==> src/rtl/dsec_pkg.sv <==
// Shared types and constants for the dsec ingress front-end: error codes,
// sequencer state encoding and the error code width.
package dsec_pkg;
  localparam int ERR_W = 8;
  typedef logic [ERR_W-1:0] err_code_t;

  localparam err_code_t ERR_NONE       = 8'h00;
  localparam err_code_t ERR_NO_KEY     = 8'h01;
  localparam err_code_t ERR_REKEY_BUSY = 8'h02;
  localparam err_code_t ERR_OVERFLOW   = 8'h03;

  typedef enum logic [1:0] {
    ST_NOKEY   = 2'd0,
    ST_KEYLOAD = 2'd1,
    ST_STREAM  = 2'd2
  } state_t;
endpackage

==> src/rtl/dsec_ingress_if.sv <==
// Host beat port, compressor handshake and key/error status of the ingress block.
interface dsec_ingress_if
  import dsec_pkg::*;
#(
  parameter int DATA_W   = 64,
  parameter int NUM_KEYS = 3
);
  logic [DATA_W-1:0]          data_in;
  logic                       in_valid;
  logic                       key_config;
  logic                       rdy;
  logic                       err_clr;
  logic                       comp_rdy;
  logic                       comp_valid;
  logic [DATA_W-1:0]          comp_data;
  logic [NUM_KEYS*DATA_W-1:0] key_bus;
  logic                       keys_valid;
  logic                       error;
  err_code_t                  error_code;

  modport master (
    output data_in, in_valid, key_config, err_clr, comp_rdy,
    input  rdy, comp_valid, comp_data, key_bus, keys_valid, error, error_code
  );

  modport slave (
    input  data_in, in_valid, key_config, err_clr, comp_rdy,
    output rdy, comp_valid, comp_data, key_bus, keys_valid, error, error_code
  );
endinterface

==> src/rtl/dsec_sync_fifo.sv <==
// First-word-fall-through synchronous FIFO; pointers carry one wrap bit so
// full and empty are told apart without a separate counter.
module dsec_sync_fifo #(
  parameter int DATA_W = 64,
  parameter int DEPTH  = 4
) (
  input  logic              clk,
  input  logic              rst,
  input  logic              i_push,
  input  logic              i_pop,
  input  logic [DATA_W-1:0] i_data,
  output logic [DATA_W-1:0] o_data,
  output logic              o_full,
  output logic              o_empty
);
  localparam int AW = $clog2(DEPTH);
  localparam logic [AW:0] PTR_ONE = (AW+1)'(1);

  logic [DATA_W-1:0] r_mem [DEPTH];
  logic [AW:0]       r_wr_ptr;
  logic [AW:0]       r_rd_ptr;
  logic              w_do_push;
  logic              w_do_pop;

  assign w_do_push = i_push & ~o_full;
  assign w_do_pop  = i_pop & ~o_empty;
  assign o_empty   = (r_wr_ptr == r_rd_ptr);
  assign o_full    = (r_wr_ptr[AW] != r_rd_ptr[AW]) && (r_wr_ptr[AW-1:0] == r_rd_ptr[AW-1:0]);
  assign o_data    = r_mem[r_rd_ptr[AW-1:0]];

  // Storage is cleared on reset so the head reads zero until the first push.
  always_ff @(posedge clk or posedge rst) begin
    if (rst) begin
      for (int i = 0; i < DEPTH; i++) r_mem[i] <= '0;
    end else if (w_do_push) begin
      r_mem[r_wr_ptr[AW-1:0]] <= i_data;
    end
  end

  always_ff @(posedge clk or posedge rst) begin
    if (rst) begin
      r_wr_ptr <= '0;
      r_rd_ptr <= '0;
    end else begin
      if (w_do_push) r_wr_ptr <= r_wr_ptr + PTR_ONE;
      if (w_do_pop)  r_rd_ptr <= r_rd_ptr + PTR_ONE;
    end
  end
endmodule

==> src/rtl/dsec_ingress.sv <==
// Ingress front-end: sorts host beats into key-bank loads or buffered data
// words, and keeps the first host protocol violation as a sticky error code.
module dsec_ingress
  import dsec_pkg::*;
#(
  parameter int DATA_W     = 64,
  parameter int NUM_KEYS   = 3,
  parameter int FIFO_DEPTH = 4
) (
  input logic           clk,
  input logic           rst,
  dsec_ingress_if.slave bus
);
  localparam int IDX_W = (NUM_KEYS > 1) ? $clog2(NUM_KEYS) : 1;
  localparam logic [IDX_W-1:0] LAST_IDX = IDX_W'(NUM_KEYS - 1);
  localparam logic [IDX_W-1:0] IDX_ONE  = IDX_W'(1);
  // A single-key bank completes on its first beat, so a rekey never leaves STREAM.
  localparam state_t REKEY_STATE = (NUM_KEYS == 1) ? ST_STREAM : ST_KEYLOAD;

  state_t                     r_state;
  state_t                     w_next_state;
  logic [IDX_W-1:0]           r_idx;
  logic [IDX_W-1:0]           w_idx_next;
  logic [IDX_W-1:0]           w_key_sel;
  logic [DATA_W-1:0]          r_keys [NUM_KEYS];
  logic [NUM_KEYS*DATA_W-1:0] w_key_bus;
  logic                       r_keys_valid;
  logic                       r_error;
  err_code_t                  r_error_code;
  err_code_t                  w_err_code;
  logic                       w_rdy;
  logic                       w_key_we;
  logic                       w_push;
  logic                       w_pop;
  logic                       w_err_set;
  logic                       w_full;
  logic                       w_empty;
  logic [DATA_W-1:0]          w_head;

  dsec_sync_fifo #(.DATA_W(DATA_W), .DEPTH(FIFO_DEPTH)) u_fifo (
    .clk     (clk),
    .rst     (rst),
    .i_push  (w_push),
    .i_pop   (w_pop),
    .i_data  (bus.data_in),
    .o_data  (w_head),
    .o_full  (w_full),
    .o_empty (w_empty)
  );

  always_ff @(posedge clk or posedge rst) begin
    if (rst) r_state <= ST_NOKEY;
    else     r_state <= w_next_state;
  end

  always_comb begin
    w_next_state = r_state;
    case (r_state)
      ST_NOKEY:   w_next_state = (bus.in_valid && bus.key_config) ? REKEY_STATE : ST_NOKEY;
      ST_KEYLOAD: w_next_state = (bus.in_valid && (r_idx == LAST_IDX)) ? ST_STREAM : ST_KEYLOAD;
      ST_STREAM:  w_next_state = (bus.in_valid && !w_full && bus.key_config && w_empty) ? REKEY_STATE : ST_STREAM;
      default:    w_next_state = ST_NOKEY;
    endcase
  end

  always_comb begin
    w_rdy      = 1'b0;
    w_key_we   = 1'b0;
    w_key_sel  = '0;
    w_idx_next = r_idx;
    w_push     = 1'b0;
    w_err_set  = 1'b0;
    w_err_code = ERR_NONE;
    case (r_state)
      ST_NOKEY: begin
        w_rdy = 1'b1;
        if (bus.in_valid && bus.key_config) begin
          w_key_we   = 1'b1;
          w_idx_next = IDX_ONE;
        end else if (bus.in_valid) begin
          w_err_set  = 1'b1;
          w_err_code = ERR_NO_KEY;
        end else begin
          w_err_set = 1'b0;
        end
      end
      ST_KEYLOAD: begin
        w_rdy = 1'b1;
        if (bus.in_valid) begin
          w_key_we   = 1'b1;
          w_key_sel  = r_idx;
          w_idx_next = r_idx + IDX_ONE;
        end else begin
          w_key_we = 1'b0;
        end
      end
      ST_STREAM: begin
        w_rdy = !w_full;
        if (bus.in_valid && w_full) begin
          w_err_set  = 1'b1;
          w_err_code = ERR_OVERFLOW;
        end else if (bus.in_valid && bus.key_config && w_empty) begin
          w_key_we   = 1'b1;
          w_idx_next = IDX_ONE;
        end else if (bus.in_valid && bus.key_config) begin
          w_err_set  = 1'b1;
          w_err_code = ERR_REKEY_BUSY;
        end else if (bus.in_valid) begin
          w_push = 1'b1;
        end else begin
          w_push = 1'b0;
        end
      end
      default: w_rdy = 1'b0;
    endcase
  end

  // Key bank, load index and the keys_valid flag that tracks entry into STREAM.
  always_ff @(posedge clk or posedge rst) begin
    if (rst) begin
      for (int k = 0; k < NUM_KEYS; k++) r_keys[k] <= '0;
      r_idx        <= '0;
      r_keys_valid <= 1'b0;
    end else begin
      for (int k = 0; k < NUM_KEYS; k++) begin
        if (w_key_we && (w_key_sel == IDX_W'(k))) r_keys[k] <= bus.data_in;
      end
      r_idx        <= w_idx_next;
      r_keys_valid <= (w_next_state == ST_STREAM);
    end
  end

  // A new error wins over a simultaneous clear; otherwise the first one sticks.
  always_ff @(posedge clk or posedge rst) begin
    if (rst) begin
      r_error      <= 1'b0;
      r_error_code <= ERR_NONE;
    end else if (w_err_set && (!r_error || bus.err_clr)) begin
      r_error      <= 1'b1;
      r_error_code <= w_err_code;
    end else if (bus.err_clr) begin
      r_error      <= 1'b0;
      r_error_code <= ERR_NONE;
    end
  end

  always_comb begin
    w_key_bus = '0;
    for (int k = 0; k < NUM_KEYS; k++) w_key_bus[k*DATA_W +: DATA_W] = r_keys[k];
  end

  assign w_pop          = bus.comp_rdy & ~w_empty;
  assign bus.rdy        = w_rdy & ~rst;
  assign bus.comp_valid = ~w_empty;
  assign bus.comp_data  = w_head;
  assign bus.key_bus    = w_key_bus;
  assign bus.keys_valid = r_keys_valid;
  assign bus.error      = r_error;
  assign bus.error_code = r_error_code;
endmodule
==> src/flat_wrapper.sv <==
// flat-port wrapper written by rule: the top's interface ports become plain ports
module dsec_ingress_flat import dsec_pkg::*;
#(
  parameter int DATA_W     = 64,
  parameter int NUM_KEYS   = 3,
  parameter int FIFO_DEPTH = 4
)
  (clk, rst, bus_data_in, bus_in_valid, bus_key_config, bus_err_clr, bus_comp_rdy, bus_rdy, bus_comp_valid, bus_comp_data, bus_key_bus, bus_keys_valid, bus_error, bus_error_code);
  dsec_ingress_if #(.DATA_W(DATA_W), .NUM_KEYS(NUM_KEYS)) bus_i ();
  input logic clk;
  input logic rst;
  input wire logic [$bits(bus_i.data_in)-1:0] bus_data_in;
  input wire logic [$bits(bus_i.in_valid)-1:0] bus_in_valid;
  input wire logic [$bits(bus_i.key_config)-1:0] bus_key_config;
  input wire logic [$bits(bus_i.err_clr)-1:0] bus_err_clr;
  input wire logic [$bits(bus_i.comp_rdy)-1:0] bus_comp_rdy;
  output wire logic [$bits(bus_i.rdy)-1:0] bus_rdy;
  output wire logic [$bits(bus_i.comp_valid)-1:0] bus_comp_valid;
  output wire logic [$bits(bus_i.comp_data)-1:0] bus_comp_data;
  output wire logic [$bits(bus_i.key_bus)-1:0] bus_key_bus;
  output wire logic [$bits(bus_i.keys_valid)-1:0] bus_keys_valid;
  output wire logic [$bits(bus_i.error)-1:0] bus_error;
  output wire logic [$bits(bus_i.error_code)-1:0] bus_error_code;
  assign bus_i.data_in = bus_data_in;
  assign bus_i.in_valid = bus_in_valid;
  assign bus_i.key_config = bus_key_config;
  assign bus_i.err_clr = bus_err_clr;
  assign bus_i.comp_rdy = bus_comp_rdy;
  assign bus_rdy = bus_i.rdy;
  assign bus_comp_valid = bus_i.comp_valid;
  assign bus_comp_data = bus_i.comp_data;
  assign bus_key_bus = bus_i.key_bus;
  assign bus_keys_valid = bus_i.keys_valid;
  assign bus_error = bus_i.error;
  assign bus_error_code = bus_i.error_code;
  dsec_ingress #(.DATA_W(DATA_W), .NUM_KEYS(NUM_KEYS), .FIFO_DEPTH(FIFO_DEPTH)) u_core (.clk(clk), .rst(rst), .bus(bus_i));
endmodule
==> config.mk <==
export PLATFORM = sky130hd
export DESIGN_NAME = dsec_ingress_flat
export DESIGN_NICKNAME = d
export VERILOG_FILES = /design/src/rtl/dsec_pkg.sv /design/src/rtl/dsec_ingress_if.sv /design/src/rtl/dsec_sync_fifo.sv /design/src/rtl/dsec_ingress.sv /design/src/flat_wrapper.sv
export SDC_FILE = /design/constraint.sdc
export NUM_CORES = 1
export LEC_CHECK = 0
export ABC_CLOCK_PERIOD_IN_PS = 13900
export CORE_MARGIN = 2
export CORE_UTILIZATION = 47
export DETAILED_ROUTE_END_ITERATION = 8
export HOLD_SLACK_MARGIN = 0.02
export PLACE_DENSITY_LB_ADDON = 0.1
export SETUP_SLACK_MARGIN = 0.3
export SLEW_MARGIN = 10
export SYNTH_ARGS = -nofsm -noshare
export SYNTH_HDL_FRONTEND = slang
export SYNTH_HIERARCHICAL = 1
export SYNTH_SLANG_ARGS = --single-unit
==> constraint.sdc <==
create_clock -name clk -period 13.9 [get_ports clk]
set_input_delay 4.17 -clock clk [delete_from_list [all_inputs] [get_ports clk]]
set_output_delay 4.17 -clock clk [all_outputs]
set_load 0.005 [all_outputs]
Yosys cells after proc, flatten, opt, wreduce, memory -nomap -nowiden
Index checks and enable logic that the tools add are counted.
{ "totals": {"reg_bits": 468, "inputBits": 70, "out_inout_bits": 268, "wordCells": 104} }
{ "classes": {"n_addsub": 3, "n_lt_le_gt_ge": 3, "n_eq_ne": 13, "mux": 40, "n_bitwise": 9, "n_reduce_logical": 22} }
{ "ops": {"columns": ["op", "n"], "rows": [
  ["256-bit bitwise mux", 1],
  ["64-bit two-way mux", 3],
  ["64-bit binary-select mux with 2-bit select", 1],
  ["64-bit demux with 2-bit select", 1],
  ["8-bit two-way mux", 5],
  ["2-bit two-way mux", 9],
  ["8-bit one-hot mux with 2 select lines", 1],
  ["1-bit two-way mux", 14],
  ["1-bit logical AND", 13],
  ["2-bit one-hot mux with 3 select lines", 2],
  ["2-bit equality test, second input constant", 4],
  ["3-bit by 1-bit adder with 3-bit output, second input constant", 2],
  ["3-bit greater-or-equal comparator, second input constant", 2],
  ["2-bit inverter with 3-bit output", 2],
  ["5-bit AND reduction", 1],
  ["1-bit bitwise AND", 4],
  ["2-bit by 1-bit equality test with 1-bit output, second input constant", 2],
  ["2-bit logical NOT", 2],
  ["2-bit by 1-bit != test with 1-bit output, second input constant", 2],
  ["2-bit != test, second input constant", 2],
  ["1-bit one-hot mux with 2 select lines", 2],
  ["3-bit equality test", 1],
  ["3-bit by 1-bit < comparator with 1-bit output, second input constant", 1],
  ["1-bit inverter", 3],
  ["other kinds (9)", 10]
]} }

Logic depth before layout (Yosys ltp)
Gate-level depths: netlist of run 1.
{ "depth": {"ltp_word": 9, "mapped_depth": 12, "ltp_nobuf": 8} }

By module
Netlist of run 1, hierarchy kept.
{ "modules_own_cells": {"columns": ["mod", "instances", "cells_per_inst", "area_each_um2", "seq_area_each_um2"], "rows": [
  ["dsec_sync_fifo", 1, 665, 12084.1, 6556.3],
  ["dsec_ingress", 1, 467, 7693.6, 5004.8]
]} }

Worst setup path after synthesis of run 1
No wires, ideal clock.
{ "synth_timing": {"path_type": "in2out", "from": "input port rst", "to": "output port bus_rdy", "t_arrival_ns": 4.276, "required_time_ns": 9.730, "setup_slack_ns": 5.454, "cell_stages": 1, "path_buffers": 0, "path_cell_list": "nor2_1"} }
{ "synth_via": {"elab_chain_cells": 2} }
{ "synth_lines": {"columns": ["item", "line", "source"], "rows": [
  ["from (decl)", "flat_wrapper.sv:11", "input logic rst;"],
  ["1-bit inverter", "dsec_ingress.sv:153", "assign bus.rdy = w_rdy & ~rst;"],
  ["1-bit bitwise AND", "dsec_ingress.sv:153", null],
  ["to (decl)", "flat_wrapper.sv:17", "output wire logic [$bits(bus_i.rdy)-1:0] bus_rdy;"]
]} }
Every way passes these cells.

Final worst setup path of run 1
Ends and elaborated chain as after synthesis.

==> qor.csv, run 1 <==
metric,value,unit
status,"complete, no violations",
sequential area share after synthesis,58.5,%
Die X,209,microns
Residual DRC,0,
worst reg2reg path endpoint,u_core/u_fifo/r_mem[253],
post-CTS setup buffers,0,
"area leader, netlist",dfrtp_1,
GRT Total Usage,20.3,%
XOR/XNOR Fraction of Synth Area,0.582,%
antenna violations before repair,0,
Yosys top cell area share,58.5,%
Synth Cell Area,19800,sq um
number of synthesized flops with an enable pin,0,
clock root cell,clkbuf_16,
min cycle time layout,9640,ps
die area,43700,sq um
critical path endpoint,bus_rdy,
Iteration-0 DRC Markers,409,
worst hold path class,reg2reg,
clock tree buffer depth,3,
CP Max Fanout,3,
endpoints failing setup,0,
average wire per standard cell,21.2,microns
Initial Utilization,47.4,%
distinct cell type count after synthesis,46,
"Area growth, synth to finish",26.2,%
DR vias,10900,
PortBufs,331,
total power draw,5.06,mW
largest family of logic cells by synthesized area,multiplexers,
Reg-to-Reg Start,u_core/u_fifo/r_rd_ptr[0],
Synth Area per Inst,17.5,sq um
Synth Flop Type,dfrtp_1,
Slew @ Worst Pin,1090,ps
number of global-route vias before repair,11800,
CP startpoint kind,input port,
Routed Antenna Nets,0,
synthesized flop and latch total,462,
worst path cell trace,clkdlybuf4s50_1 -> nor2_1 -> clkdlybuf4s50_1,
Worst path depth,3,
Final Max Slew Viols,0,
Finished Layout Cells,2043,
Via density,5.31,
post-route clock period utilization,69.3,%
I/O pin cnt,338,
first-pass GRT wire length,69400,microns
reg-to-reg setup timing slack,9190,ps
worst clock skew,22.4,ps
yosys warns,6,
n_diodes,0,
Leak,11.1,nW
Max-slew headroom,27.1,%
CTS Buf Count,49,
Nets,1543,
Post-Place Cells,1955,
CP max-delay cell,clkdlybuf4s50_1,
Core Area,41800,sq um
post-CTS resize count,0,
fill count,3204,
routability cong.,0.746,
FF-to-FF path depth,9,
Synth area leaders,"dfrtp_1, mux2_2, mux2_4",
hpwl dp,26400,microns
drt pass-1 iters,5,
mux cell area share after synthesis,35.4,%
CTS sink count,462,
largest net degree at the start of global routing,119,
CTS H-tree depth,2,
largest delay contributor family on the critical path,buffers and inverters,
Post-Synth Adder-Cell Area,0.380,%
most frequent CP cell,clkdlybuf4s50_1,
layout cells sized above 1,40.0,%
Worst setup EP type,primary output,
Max Cap Viol,0,
Worst Setup SP,rst,
WL final,43400,microns
RSZ-0062 raised after global routing,no,
final hold vios,0,
critical path arrival,5470,ps
# hold bufs at CTS,0,
Worst-Skew Late Latency,570,ps
setup TNS,0,ps
Critical Path RT,9730,ps
gr ovfl total,0,
fmax,104,MHz
Pwr per Cell Area,203,nW/um^2
Synth Instances,1132,
Setup CP Type,in2out,
die height,209,microns
buffers and inverters on the worst path,2,
Synth async-reset ratio,100,%
CTS tree,yes,
CP max stage delay,600,ps
clock-pin slew on the worst setup and hold paths,60,ps
FP Rows,75,
VDD IR max,0.135,mV
Compound-Gate Fraction of Synth Area,1.18,%
area share of and/or/nand/nor cells after synthesis,1.03,%
sequential cells by signal (all words and copies together) (netlist names):
name,flops
u_core/u_fifo/r_mem,256
u_core/bus.key_bus,192
u_core/u_fifo/r_rd_ptr,3
u_core/u_fifo/r_wr_ptr,3
u_core/bus.error_code,2
u_core/r_idx,2
u_core/r_state,2
u_core/bus.error,1
u_core/bus.keys_valid,1
synthesized netlist by cell type (2+ instances only):
cell / number
dfrtp_1: 462
a31oi_1: 2
o21ai_0: 5
mux2_4: 123
buf_6: 30
nor2b_1: 5
a21oi_1: 2
buf_4: 12
mux2_1: 20
xnor2_1: 2
nand3b_1: 2
xor2_1: 3
buf_1: 2
inv_1: 9
a31oi_4: 3
o311ai_0: 2
mux2_2: 309
nor2_1: 5
ha_1: 6
buf_2: 19
clkbuf_1: 6
nand2_1: 7
nor3_1: 4
mux4_2: 64
nand2b_1: 7
power by group:
part           internal (mW)  total, mW  leakage, nW  switching [mW]
Combinational           1.14       1.73         4.27           0.584
Sequential              1.79       2.06         6.02           0.277
Clock                  0.749       1.27        0.775           0.518
logic make-up after synthesis:
logic type / Yosys count
AOI/OAI and AO/OA: 24
xor gates and xnor gates: 8
adders and majority gates: 6
buffers and inverters: 79
DFF: 462
muxes: 516
other: 1
and+or+nand+nor: 36
per-stage QoR:
| stage | utilization [%] | cell area, sq um | worst slack, ps | hold WS (ps) |
|---|---|---|---|---|
| 2_1_floorplan | - | 19800 | 2520 | 452 |
| 3_3_place_gp | 56.0 | 23400 | 4250 | 461 |
| 3_5_place_dp | 56.0 | 23400 | 4260 | 470 |
| 4_1_cts | 59.8 | 25000 | 4250 | 483 |
| 5_1_grt | 59.8 | 25000 | 4190 | 492 |
| 6_report | 59.8 | 25000 | 4260 | 480 |
worst min-delay path by stage:
stage,endpoint,cells past startpoint,slack (ps),start
finish,u_core/u_fifo/r_mem[100],1,480,u_core/u_fifo/r_mem[100]
floorplan,u_core/u_fifo/r_mem[100],1,450,u_core/u_fifo/r_mem[100]
detailed placement,u_core/u_fifo/r_mem[109],1,470,u_core/u_fifo/r_mem[109]
global placement,u_core/u_fifo/r_mem[128],1,460,u_core/u_fifo/r_mem[128]
CTS,u_core/u_fifo/r_mem[109],1,480,u_core/u_fifo/r_mem[109]
global route,u_core/u_fifo/r_mem[128],1,490,u_core/u_fifo/r_mem[128]
per-layer routing:
layer | vias to the layer above | wire (microns) | global-route usage [%]
li1 | 4805 | - | -
met1 | 5783 | 19600 | 28.3
met2 | 226 | 21000 | 32.7
met3 | 38 | 2220 | 4.60
met4 | 0 | 540 | 4.16
met5 | - | 0 | 0
cell type report:
cell class	instances	area [sq um]	area share [%]
clock buffers	76	1450	5.80
clock inverters	12	110	0.441
inverters	9	48.8	0.196
multi-input cells	596	7660	30.7
flip-flops and latches	462	11600	46.4
well taps	539	674	2.70
repair buffers	349	3450	13.8
cells in the final DEF, fill, tap and decap left out, drive strengths merged, types with 2 or more instances in the layout:
cell,n
nor2b,5
xor2,4
conb,6
nor3,4
ha,6
o21ai,5
xnor2,4
clkbuf,76
nor2,5
clkinv,10
nand3b,2
nand2b,7
bufinv,2
o311ai,2
a31oi,6
mux4,64
mux2,452
a21oi,2
nand2,7
inv,9
dfrtp,462
clkdlybuf4s50,331
buf,18
(Power assumes the default switching activity.)
==> run 2, diff against run 1 <==
ABC_CLOCK_PERIOD_IN_PS = 8500   (was 13900)
clock period = 8.5 ns   (was 13.9 ns; I/O delays follow)
==> run 2 against run 1 <==
  * Sequential power increased by 65%
  * Wire length increased by 0.56%
  * Via count grew 0.36%
  * Total power rose by 65%
  * Setup slack got worse by 2100 ps
  * Cell count rose by 0.15%
  * Non-clock buffer count rose by 1
  * Utilization grew 0.25 points
  * Critical path depth stayed put
  * Flip-flop and latch count did not move
  * Critical endpoint unchanged
==> qor.csv, run 2 (same netlist as run 1, synthesis figures left out) <==
metric,value,unit,change
status,"complete, no violations",,unchanged
largest net degree at the start of global routing,157,,was 119
clock-pin slew on the worst setup and hold paths,60,ps,about the same
most frequent cells in the layout,"dfrtp_1, clkdlybuf4s50_1, mux2_2",,unchanged
I/O pin cnt,338,,unchanged
endpoints failing setup,0,,unchanged
routability cong.,0.735,,was 0.746
Placed Area,23400,sq um,about the same
CP startpoint kind,input port,,unchanged
Final Max Slew Viols,0,,unchanged
clock root cell,clkbuf_16,,unchanged
RSZ-0062 raised after global routing,no,,unchanged
critical path endpoint,bus_rdy,,unchanged
CTS H-tree depth,2,,unchanged
Die X,209,microns,unchanged
gr ovfl total,0,,unchanged
Worst setup EP type,primary output,,unchanged
Util after Layout,60.0,%,was 59.8%
first-pass GRT wire length,69600,microns,was 69400 microns
Worst-Skew Late Latency,580,ps,was 570 ps
n_diodes,0,,unchanged
min cycle time layout,6350,ps,
part of the power in combinational logic,33.5,%,was 34.2%
Critical Path RT,5950,ps,was 9730 ps
antenna violations before repair,0,,unchanged
worst reg2reg path endpoint,u_core/u_fifo/r_mem[254],,was u_core/u_fifo/r_mem[253]
Largest register FFs,256,,unchanged
Reg-to-Reg Start,u_core/u_fifo/r_rd_ptr[1],,was u_core/u_fifo/r_rd_ptr[0]
CTS Buf Count,50,,was 49
largest reg by FF count,u_core/u_fifo/r_mem,,unchanged
reg-to-reg setup timing slack,4400,ps,was 9190 ps
Slew @ Worst Pin,1150,ps,was 1090 ps
# hold bufs at CTS,0,,unchanged
Pwr per Cell Area,333,nW/um^2,was 203 nW/um^2
average wire per standard cell,21.3,microns,was 21.2 microns
WL final,43600,microns,was 43400 microns
FF-to-FF path depth,9,,unchanged
Setup CP Type,in2out,,unchanged
Max Cap Viol,0,,unchanged
Finished Layout Cells,2046,,was 2043
CP Max Fanout,3,,unchanged
CTS sink count,462,,unchanged
Core Area,41800,sq um,unchanged
worst hold path class,reg2reg,,unchanged
register share of total power,40.7,%,was 40.8%
worst clock skew,9.99,ps,was 22.4 ps
FP Rows,75,,unchanged
NetSw,2.27,mW,was 1.38 mW
drt pass-1 iters,4,,was 5
VDD IR max,0.208,mV,was 0.135 mV
"Area growth, synth to finish",26.7,%,was 26.2%
CTS tree,yes,,unchanged
Iteration-0 DRC Markers,464,,was 409
Residual DRC,0,,unchanged
die area,43700,sq um,unchanged
cell-internal power,6.09,mW,was 3.68 mW
Post-Place Cells,1956,,was 1955
post-route clock period utilization,74.7,%,
number of global-route vias before repair,11700,,was 11800
layout cells sized above 1,40.1,%,was 40.0%
PortBufs,331,,unchanged
Via density,5.32,,was 5.31
switch share,27.1,%,was 27.3%
Leak,11.1,nW,about the same
post-CTS resize count,0,,unchanged
"commonest non-fill, non-tap cell in the layout",dfrtp_1,,unchanged
post-CTS setup buffers,0,,unchanged
Routed Antenna Nets,0,,unchanged
final hold vios,0,,unchanged
Max-slew headroom,23.5,%,was 27.1%
setup TNS,0,ps,unchanged
Initial Utilization,47.4,%,unchanged
critical path arrival,3800,ps,was 5470 ps
Clk pwr share,25.8,%,was 25.1%
Nets,1545,,was 1543
GRT Total Usage,20.4,%,was 20.3%
Worst Setup SP,rst,,unchanged
Finished Cell Area,25100,sq um,was 25000 sq um
clock tree buffer depth,3,,unchanged
die height,209,microns,unchanged
hpwl dp,27000,microns,was 26400 microns
fmax,158,MHz,
DR vias,10900,,about the same
[run 2: worst max-delay path, cell delays in order]
cell             delay [ps]
clkdlybuf4s50_1         570
nor2_1                  170
clkdlybuf4s50_1         510
[run 2: worst min path at each step]
stage                                   startpoint                       end  depth (start not counted)
final                     u_core/u_fifo/r_mem[168]  u_core/u_fifo/r_mem[168]                          1
after global routing       u_core/u_fifo/r_mem[92]   u_core/u_fifo/r_mem[92]                          1
after CTS                 u_core/u_fifo/r_mem[108]  u_core/u_fifo/r_mem[108]                          1
after detailed placement  u_core/u_fifo/r_mem[108]  u_core/u_fifo/r_mem[108]                          1
after global placement    u_core/u_fifo/r_mem[168]  u_core/u_fifo/r_mem[168]                          1
after floorplan           u_core/u_fifo/r_mem[100]  u_core/u_fifo/r_mem[100]                          1
[run 2: routing by layer]
layer	vias to the layer above	wire length (microns)	global-route usage, %
li1	4801	-	-
met1	5816	19800	28.7
met2	225	20800	32.3
met3	49	2250	4.34
met4	0	741	5.52
met5	-	0	0
[run 2: through the flow]
step           total power, mW  hold WS, ps  worst slack, ps
3_5_place_dp              6.29          472             2160
6_report                  8.36          485             2150
4_1_cts                   8.49          486             2140
3_3_place_gp              6.22          463             2160
5_1_grt                   8.82          504             2090
2_1_floorplan             4.78          452              496
[run 2: cell type report]
class / count / area, sq um
well taps: 539 / 674
multi-input cells: 596 / 7660
clock buffers: 80 / 1540
repair buffers: 350 / 3470
flip-flops and latches: 462 / 11600
fillers: 3226 / 16700
clock inverters: 10 / 109
inverters: 9 / 45.0
[run 2: power by group through the flow]
stage / Clock [mW] / Sequential, mW / Combinational (mW)
6_report: 2.15 / 3.40 / 2.80
5_1_grt: 2.31 / 3.52 / 3.00
4_1_cts: 2.22 / 3.42 / 2.86
3_5_place_dp: 0 / 3.44 / 2.85
3_3_place_gp: 0 / 3.42 / 2.80
2_1_floorplan: 0 / 3.31 / 1.47
